`src/rtl/alu_arbiter.sv`:
```
// Round-robin sharing of one registered EX-stage ALU between two requesters.
// Results return in acceptance order through a per-port response FIFO.
module alu_arbiter #(
    parameter int WIDTH     = 32,
    parameter int RSP_DEPTH = 4
) (
    input  logic             clk,
    input  logic             rst_n,

    input  logic             req0_valid,
    output logic             req0_ready,
    input  logic [WIDTH-1:0] req0_a,
    input  logic [WIDTH-1:0] req0_b,
    input  logic [3:0]       req0_control,

    input  logic             req1_valid,
    output logic             req1_ready,
    input  logic [WIDTH-1:0] req1_a,
    input  logic [WIDTH-1:0] req1_b,
    input  logic [3:0]       req1_control,

    output logic [WIDTH-1:0] alu_a,
    output logic [WIDTH-1:0] alu_b,
    output logic [3:0]       alu_control,
    input  logic [WIDTH-1:0] alu_out,
    input  logic             alu_overflow,

    output logic             rsp0_valid,
    input  logic             rsp0_ready,
    output logic [WIDTH-1:0] rsp0_out,
    output logic             rsp0_overflow,

    output logic             rsp1_valid,
    input  logic             rsp1_ready,
    output logic [WIDTH-1:0] rsp1_out,
    output logic             rsp1_overflow
);

    localparam int PTR_W = (RSP_DEPTH > 1) ? $clog2(RSP_DEPTH) : 1;
    localparam int CNT_W = $clog2(RSP_DEPTH + 1);
    localparam logic [PTR_W-1:0] PTR_LAST = PTR_W'(RSP_DEPTH - 1);
    localparam logic [CNT_W-1:0] CNT_FULL = CNT_W'(RSP_DEPTH);

    typedef struct packed {
        logic             ovf;
        logic [WIDTH-1:0] data;
    } rsp_t;

    logic [1:0]       req_valid;
    logic [1:0]       rsp_ready;
    logic [WIDTH-1:0] req_a    [2];
    logic [WIDTH-1:0] req_b    [2];
    logic [3:0]       req_ctrl [2];

    logic [1:0] elig;
    logic [1:0] grant;
    logic [1:0] push;
    logic [1:0] pop;
    logic [1:0] rsp_valid;
    logic       accept;
    logic       acc_port;

    logic             last_grant_q, last_grant_d;
    logic             i_valid_q, i_valid_d;
    logic             i_port_q, i_port_d;
    logic [WIDTH-1:0] i_a_q, i_a_d;
    logic [WIDTH-1:0] i_b_q, i_b_d;
    logic [3:0]       i_ctrl_q, i_ctrl_d;
    logic             f_valid_q;
    logic             f_port_q;
    logic             f_ovf_q;

    logic [CNT_W-1:0] out_q [2];
    logic [CNT_W-1:0] out_d [2];
    logic [CNT_W-1:0] cnt_q [2];
    logic [CNT_W-1:0] cnt_d [2];
    logic [PTR_W-1:0] wr_q  [2];
    logic [PTR_W-1:0] wr_d  [2];
    logic [PTR_W-1:0] rd_q  [2];
    logic [PTR_W-1:0] rd_d  [2];
    rsp_t             mem_q [2][RSP_DEPTH];
    rsp_t             head  [2];

    assign req_valid   = {req1_valid, req0_valid};
    assign rsp_ready   = {rsp1_ready, rsp0_ready};
    assign req_a[0]    = req0_a;
    assign req_a[1]    = req1_a;
    assign req_b[0]    = req0_b;
    assign req_b[1]    = req1_b;
    assign req_ctrl[0] = req0_control;
    assign req_ctrl[1] = req1_control;

    function automatic logic [PTR_W-1:0] ptr_inc(input logic [PTR_W-1:0] p);
        return (p == PTR_LAST) ? '0 : p + PTR_W'(1);
    endfunction

    // A port at its outstanding limit is not eligible, even if it pops this cycle.
    // Grants are held low during reset so ready never shows while rst_n is low.
    always_comb begin
        for (int p = 0; p < 2; p++) begin
            elig[p] = req_valid[p] && (out_q[p] < CNT_FULL);
        end
        grant[0] = rst_n && elig[0] && (!elig[1] || last_grant_q);
        grant[1] = rst_n && elig[1] && (!elig[0] || !last_grant_q);
    end

    assign accept   = |grant;
    assign acc_port = grant[1];

    // NOTE: combinational blocks assign a value on every path, so no latches are inferred.
    always_comb begin
        i_valid_d    = accept;
        i_port_d     = i_port_q;
        i_a_d        = i_a_q;
        i_b_d        = i_b_q;
        i_ctrl_d     = i_ctrl_q;
        last_grant_d = last_grant_q;
        if (accept) begin
            i_port_d     = acc_port;
            i_a_d        = req_a[acc_port];
            i_b_d        = req_b[acc_port];
            i_ctrl_d     = req_ctrl[acc_port];
            last_grant_d = acc_port;
        end
    end

    always_comb begin
        for (int p = 0; p < 2; p++) begin
            rsp_valid[p] = (cnt_q[p] != '0);
            push[p]      = f_valid_q && (f_port_q == 1'(p));
            pop[p]       = rsp_valid[p] && rsp_ready[p];
            head[p]      = rsp_valid[p] ? mem_q[p][rd_q[p]] : '0;

            out_d[p] = out_q[p];
            if (grant[p] && !pop[p]) begin
                out_d[p] = out_q[p] + CNT_W'(1);
            end else if (!grant[p] && pop[p]) begin
                out_d[p] = out_q[p] - CNT_W'(1);
            end

            cnt_d[p] = cnt_q[p];
            if (push[p] && !pop[p]) begin
                cnt_d[p] = cnt_q[p] + CNT_W'(1);
            end else if (!push[p] && pop[p]) begin
                cnt_d[p] = cnt_q[p] - CNT_W'(1);
            end

            wr_d[p] = push[p] ? ptr_inc(wr_q[p]) : wr_q[p];
            rd_d[p] = pop[p]  ? ptr_inc(rd_q[p]) : rd_q[p];
        end
    end

    // NOTE: sequential state is updated with non-blocking assignments only.
    always_ff @(posedge clk or negedge rst_n) begin
        if (!rst_n) begin
            last_grant_q <= 1'b1;
            i_valid_q    <= 1'b0;
            i_port_q     <= 1'b0;
            i_a_q        <= '0;
            i_b_q        <= '0;
            i_ctrl_q     <= '0;
            f_valid_q    <= 1'b0;
            f_port_q     <= 1'b0;
            f_ovf_q      <= 1'b0;
            for (int p = 0; p < 2; p++) begin
                out_q[p] <= '0;
                cnt_q[p] <= '0;
                wr_q[p]  <= '0;
                rd_q[p]  <= '0;
            end
        end else begin
            last_grant_q <= last_grant_d;
            i_valid_q    <= i_valid_d;
            i_port_q     <= i_port_d;
            i_a_q        <= i_a_d;
            i_b_q        <= i_b_d;
            i_ctrl_q     <= i_ctrl_d;
            // The ALU registers its result on this same edge; only the flag is ours to keep.
            f_valid_q    <= i_valid_q;
            f_port_q     <= i_port_q;
            f_ovf_q      <= alu_overflow;
            for (int p = 0; p < 2; p++) begin
                out_q[p] <= out_d[p];
                cnt_q[p] <= cnt_d[p];
                wr_q[p]  <= wr_d[p];
                rd_q[p]  <= rd_d[p];
            end
        end
    end

    // NOTE: the response storage has no reset; the counts define what is valid and the head reads zero while empty.
    always_ff @(posedge clk) begin
        for (int p = 0; p < 2; p++) begin
            if (push[p]) begin
                mem_q[p][wr_q[p]] <= rsp_t'{ovf: f_ovf_q, data: alu_out};
            end
        end
    end

    assign req0_ready    = grant[0];
    assign req1_ready    = grant[1];
    assign alu_a         = i_a_q;
    assign alu_b         = i_b_q;
    assign alu_control   = i_ctrl_q;
    assign rsp0_valid    = rsp_valid[0];
    assign rsp0_out      = head[0].data;
    assign rsp0_overflow = head[0].ovf;
    assign rsp1_valid    = rsp_valid[1];
    assign rsp1_out      = head[1].data;
    assign rsp1_overflow = head[1].ovf;

endmodule

```
`config.mk`:
```
export PLATFORM = sky130hd
export DESIGN_NAME = alu_arbiter
export DESIGN_NICKNAME = d
export VERILOG_FILES = /design/src/rtl/alu_arbiter.sv
export SDC_FILE = /design/constraint.sdc
export NUM_CORES = 1
export LEC_CHECK = 0
export ABC_AREA = 1
export BUFFER_PORTS_ARGS = -buffer_cell sky130_fd_sc_hd__buf_2
export CORE_ASPECT_RATIO = 1.4
export CORE_MARGIN = 3
export CORE_UTILIZATION = 55
export CTS_CLUSTER_DIAMETER = 30
export DETAILED_ROUTE_END_ITERATION = 8
export GPL_ROUTABILITY_DRIVEN = 0
export PLACE_DENSITY = 0.8
export RECOVER_POWER = 50
export REMOVE_ABC_BUFFERS = 1
export SETUP_SLACK_MARGIN = 0.2
export SYNTH_ARGS = -nofsm -noshare
export SYNTH_HDL_FRONTEND = slang
export SYNTH_SLANG_ARGS = --single-unit
export TNS_END_PERCENT = 100
```
`constraint.sdc`:
```
create_clock -name clk -period 3.2 [get_ports clk]
set_clock_uncertainty 0.2 [all_clocks]
set_input_delay 0.64 -clock clk [delete_from_list [all_inputs] [get_ports clk]]
set_output_delay 0.64 -clock clk [all_outputs]
set_load 0.05 [all_outputs]
```
======== After elaboration in Yosys (flattened, before gate mapping) ========
Memories as Yosys holds them, arrays and structs flattened.
Index checks and enable logic that the tools add are counted.
storage, ports and cells
  RAM bits ................................ 264
  bits in registers ....................... 94
  memories kept ........................... 1
memories
  name   depth  width  rd ports  clocked after memory_dff  wr ports  line  source
  mem_q  2      132    2         0                         1         81    rsp_t mem_q [2][RSP_DEPTH];
cells by class
  reductions and logical operators ........ 39
  muxes and demuxes ....................... 40
  eq/ne operators ......................... 4
  add/sub/neg operators ................... 12
  magnitude comparators ................... 9
  bitwise logic cells ..................... 6
operators with widths
  cell                                                                   count
  132-bit 2-to-1 mux                                                     4
  33-bit 2-to-1 mux                                                      8
  32-bit 2-to-1 mux                                                      6
  33-bit binary-select mux with 2-bit select                             2
  33-bit demux with 2-bit select                                         2
  132-bit OR reduction                                                   1
  3-bit 2-to-1 mux                                                       8
  1-bit logical AND                                                      20
  3-bit by 1-bit adder with 3-bit output (second input constant)         4
  3-bit >= comparator (second input constant)                            4
  4-bit 2-to-1 mux                                                       3
  2-bit inverter with 3-bit output                                       4
  3-bit by 1-bit subtractor with 3-bit output (second input constant)    4
  1-bit zero test                                                        9
  2-bit by 1-bit adder with 2-bit output (second input constant)         4
  2-bit equality test (second input constant)                            4
  2-bit 2-to-1 mux                                                       4
  2-bit nonzero test                                                     4
  3-bit by 1-bit < comparator with 1-bit output (second input constant)  2
  3-bit < comparator (second input constant)                             2
  3-bit nonzero test                                                     2
  1-bit 2-to-1 mux                                                       3
  2-bit >= comparator (second input constant)                            1
  1-bit logical OR                                                       2
  other kinds (3)                                                        3

======== Longest topological paths before layout ========
  depth after elaboration ................. 9
  mapped depth ............................ 12
  mapped depth without buffers ............ 12

======== Worst setup path before layout ========
No wires, ideal clock.
  path kind ............................... input port to flip-flop
  start point ............................. input rst_n
  end point ............................... register out_q[2] (netlist name)
  data required time ...................... 2.869 ns
  buffers on the path ..................... 1
  data arrival time ....................... 2.536 ns
  stages on the path ...................... 11
  setup slack ............................. 0.333 ns
  cell sequence ........................... inv_1 > nor2_4 > nand2_2 > clkbuf_1 > inv_1 > ha_1 > inv_1 > fa_1 > a21oi_1 > o21ai_0 > xor2_1
between the ends
  longest elaborated chain between the ends .. 5
  elaborated cells between the ends (all ways) .. 7
RTL lines
  element                           line  source
  from (decl)                       8     input logic rst_n,
  1-bit logical AND * (2 in a row)  104   grant[1] = rst_n && elig[1] && (!elig[0] || !last_grant_q);
  via req1_ready                    17    output logic req1_ready,
  1-bit zero test                   137   end else if (!grant[p] && pop[p]) begin
  1-bit logical AND                 137
  2-bit nonzero test (no line)      -
  to (signal, indexed assignment)   183   out_q[p] <= out_d[p];
  to (decl)                         73    logic [CNT_W-1:0] out_q [2];
Mark *: on every way through the listed nets, which the timed path passes. The rest lies on a longest branch.
A chain may end at the register's enable or synchronous reset.

======== Worst setup path in the final report ========
  start point ............................. register rd_q[1] (netlist name)
  end point ............................... output rsp1_out[1]
between the ends
  longest elaborated chain between the ends .. 5
RTL lines
  element                                                 line  source
  from (decl)                                             79    logic [PTR_W-1:0] rd_q [2];
  from (signal, indexed assignment)                       186   rd_q[p] <= rd_d[p];
  2-bit inverter with 3-bit output (implied by the code)  132   head[p] = rsp_valid[p] ? mem_q[p][rd_q[p]] : '0;
  33-bit binary-select mux with 2-bit select              132
  33-bit 2-to-1 mux (implied by the code) (2 in a row)    132
  33-bit 2-to-1 mux                                       132
  to (decl)                                               35    output logic [WIDTH-1:0] rsp1_out,
No other way between the ends. The select of a mux whose other input is x is not followed.

==> impl_metrics.ini <==
[outcome]
status = finished clean

[sta]
relSlewSlack_pct = 22.28
slew_viol_final = 0
finalHoldViolations = 0
period_minus_slack_ns = 2.963
setup-tns-final_ns = 0
setup_viol = 0
period_share_pct = 92.60
worst_slew_pin_slew_ns = 1.164
fmax_ghz = 0.3375
postLayoutSetupSlackWorst_ns = 0.2369
rsz0062_at_grt = yes

[floorplanning]
core_area_um2 = 27180
die_y_um = 203.8
initial_utilization_pct = 56.55
dieArea_um2 = 30020
io_pins = 313
dieWidth_um = 147.3
num_rows = 71

[worst_setup_path]
cp.arrival_ns = 2.12
r2r_end = mem_q[0][111]$_DFFE_PP_
r2r-start = f_port_q$_DFF_PN0_
path_class = register to output pin
start_kind = register
crit_path_max_fanout = 15
cp.required_ns = 2.36
r2r_setup_slack_ns = 0.83
end_kind = output pin
r2r.worst_path.cells = 4

[synth]
synthFlopType = edfxtp_1
ys_types = 25
synth_edf_count = 264
synth.area.top_cells = edfxtp_1 (52%), dfrtp_1 (15%), nor2_1 (7.0%)
ys_seq_area_share_pct = 66.88
netlist_top_cells_count = nor2_1 (286), edfxtp_1 (264), nand2_1 (220), inv_1 (165)
synth_top_area_share_pct = 51.57
avgSynthCellArea_um2 = 10.23
yosysWarnings = 0
synth_top_area_cell = edfxtp_1
yosysMostFrequentCell = nor2_1
synthCells = 1503
syn_area_um2 = 15370
synth-seq-cells = 358
async_reset_ff_share_pct = 26.26

[global_route]
antenna_found_initial = 14
grt-ovfl-total = 0
grt_pass1_wl_um = 63480
grt_pass1_vias = 12001
grt_max_degree = 75
grtUsageTotal_pct = 27.05

[layout]
utilization_pct = 70.88
finish.instance_area_um2 = 19270
nets = 2010
area_delta_synth_final_pct = 25.34
drive_gt1_share_pct = 22.99
fin_cells = 2233

[job]
maxCapViolations = 0

[worst_hold_path]
min_path_type = register to register
min_to = f_valid_q$_DFF_PN0_
hp-start = i_valid_q$_DFF_PN0_
min_delay_path_depth = 0

[routing]
vias = 12129
routed_via_density = 5.432
initialDrtViolationCount = 954
routed_wl_um = 41800
detail-route-antenna-nets = 0
wl_per_cell_um = 18.72
dr.pass1.iters = 5
drcViolationCount = 0

[place]
dp.cells = 2125
dpl_cell_area_um2 = 17380
port_buffers = 312
place_ws_ns = 0.4010
dp_hpwl_um = 26180

[power_and_ir_drop]
cellPowerDensity_nw_per_um2 = 1140
vdd_ir_drop_max_mv = 0.7291
power.leakage_uw = 0.008493

[clock_network]
cts_buffers = 49
cts_root_buf = clkbuf_16
clock_latency_ns = 0.55
cts_buffer_depth = 3
cts.sink_count = 358
clkSlewWorstSetupHoldPaths_ns = 0.06
ctsHtreeMaxLevel = 2
cts_tree = built
how the worst max path moves through the flow:
stage	startpoint	to	cells after the start
3_5_place_dp	rd_q[2]$_DFFE_PN0P_	rsp0_out[7]	5
3_3_place_gp	rd_q[2]$_DFFE_PN0P_	rsp0_overflow	5
4_1_cts	rd_q[0]$_DFFE_PN0P_	rsp1_out[30]	6
2_1_floorplan	rst_n	out_q[2]$_DFFE_PN0P_	10
5_1_grt	rd_q[0]$_DFFE_PN0P_	rsp1_out[30]	6
6_report	rd_q[1]$_DFFE_PN0P_	rsp1_out[1]	7
timing repair:
item | 4_1_cts | 5_1_grt
endpoints found under the hold margin | 21 | 0
resized for setup | 30 | 20
hold buffers | 2 | 0
pin swaps | 1 | 2
gates cloned | 0 | 2
setup buffers | 2 | 0
setup endpoints to repair | 66 | 55
sequential cells by signal, summed over array words and instances, names as in the netlist:
signal	flops
alu_a	32
alu_b	32
alu_control	4
cnt_q	6
f_ovf_q	1
f_port_q	1
f_valid_q	1
i_port_q	1
i_valid_q	1
last_grant_q	1
mem_q	264
out_q	6
rd_q	4
wr_q	4
cells in the final DEF (no fill, tap or decap), drive strengths merged:
cell type	instances
fa	4
nand3	140
dfstp	1
inv	179
dlygate4sd3	2
clkinvlp	5
clkinv	15
o21ai	139
xnor2	4
nor2	287
xor2	4
clkbuf	100
edfxtp	264
nand2	222
bufinv	5
buf	303
diode	11
dfrtp	93
mux2	4
a21oi	72
ha	14
area by class of cell:
class	count	area (µm²)
flip-flops and latches	358	10280
well taps	365	456.7
inverters	170	649.4
clock inverters	34	384.1
repair buffers	348	2018
fillers	1918	7916
clock buffers	57	1299
multi-input cells	890	4149
diodes	11	27.53
metal layers:
layer	share of wire (%)	vias up	global-route usage [%]
met2	49	718	44.69
met1	36	5717	34.85
met5	0.055	-	0
met3	12	98	6.943
li1	-	5592	-
met4	2.8	4	10.06
worst max-delay path: stages, from the launching register on:
cell	delay, ns
dfrtp_1	0.41
buf_8	0.12
clkinv_1	0.07
buf_4	0.21
nor2_1	0.12
o21ai_0	0.13
a21oi_1	0.27
buf_4	0.25
stage by stage:
step,power (µW),hold slack (ns)
after floorplan,13210,0.1312
after global placement,15790,0.1313
after detailed placement,16040,0.1347
after CTS,21810,0.1402
after global routing,22960,0.1507
final,21970,0.1434
power breakdown:
group	leakage, µW	internal [µW]	switching (µW)
combinational	0.00415	2500	7650
clock	0.000811	3380	2110
sequential	0.00353	5880	455
cell families after synthesis:
logic type / count (synthesis) / share of synthesized area [%]
AND/OR/NAND/NOR: 649 / 17.13
flip-flops: 358 / 66.88
buffers and inverters: 255 / 6.707
AO/OA/AOI/OAI: 211 / 6.870
adder cells (fa/ha/maj): 18 / 1.660
XOR/XNOR: 8 / 0.4558
multiplexers: 4 / 0.2930
Note: power is estimated with default switching activity, not from simulation.
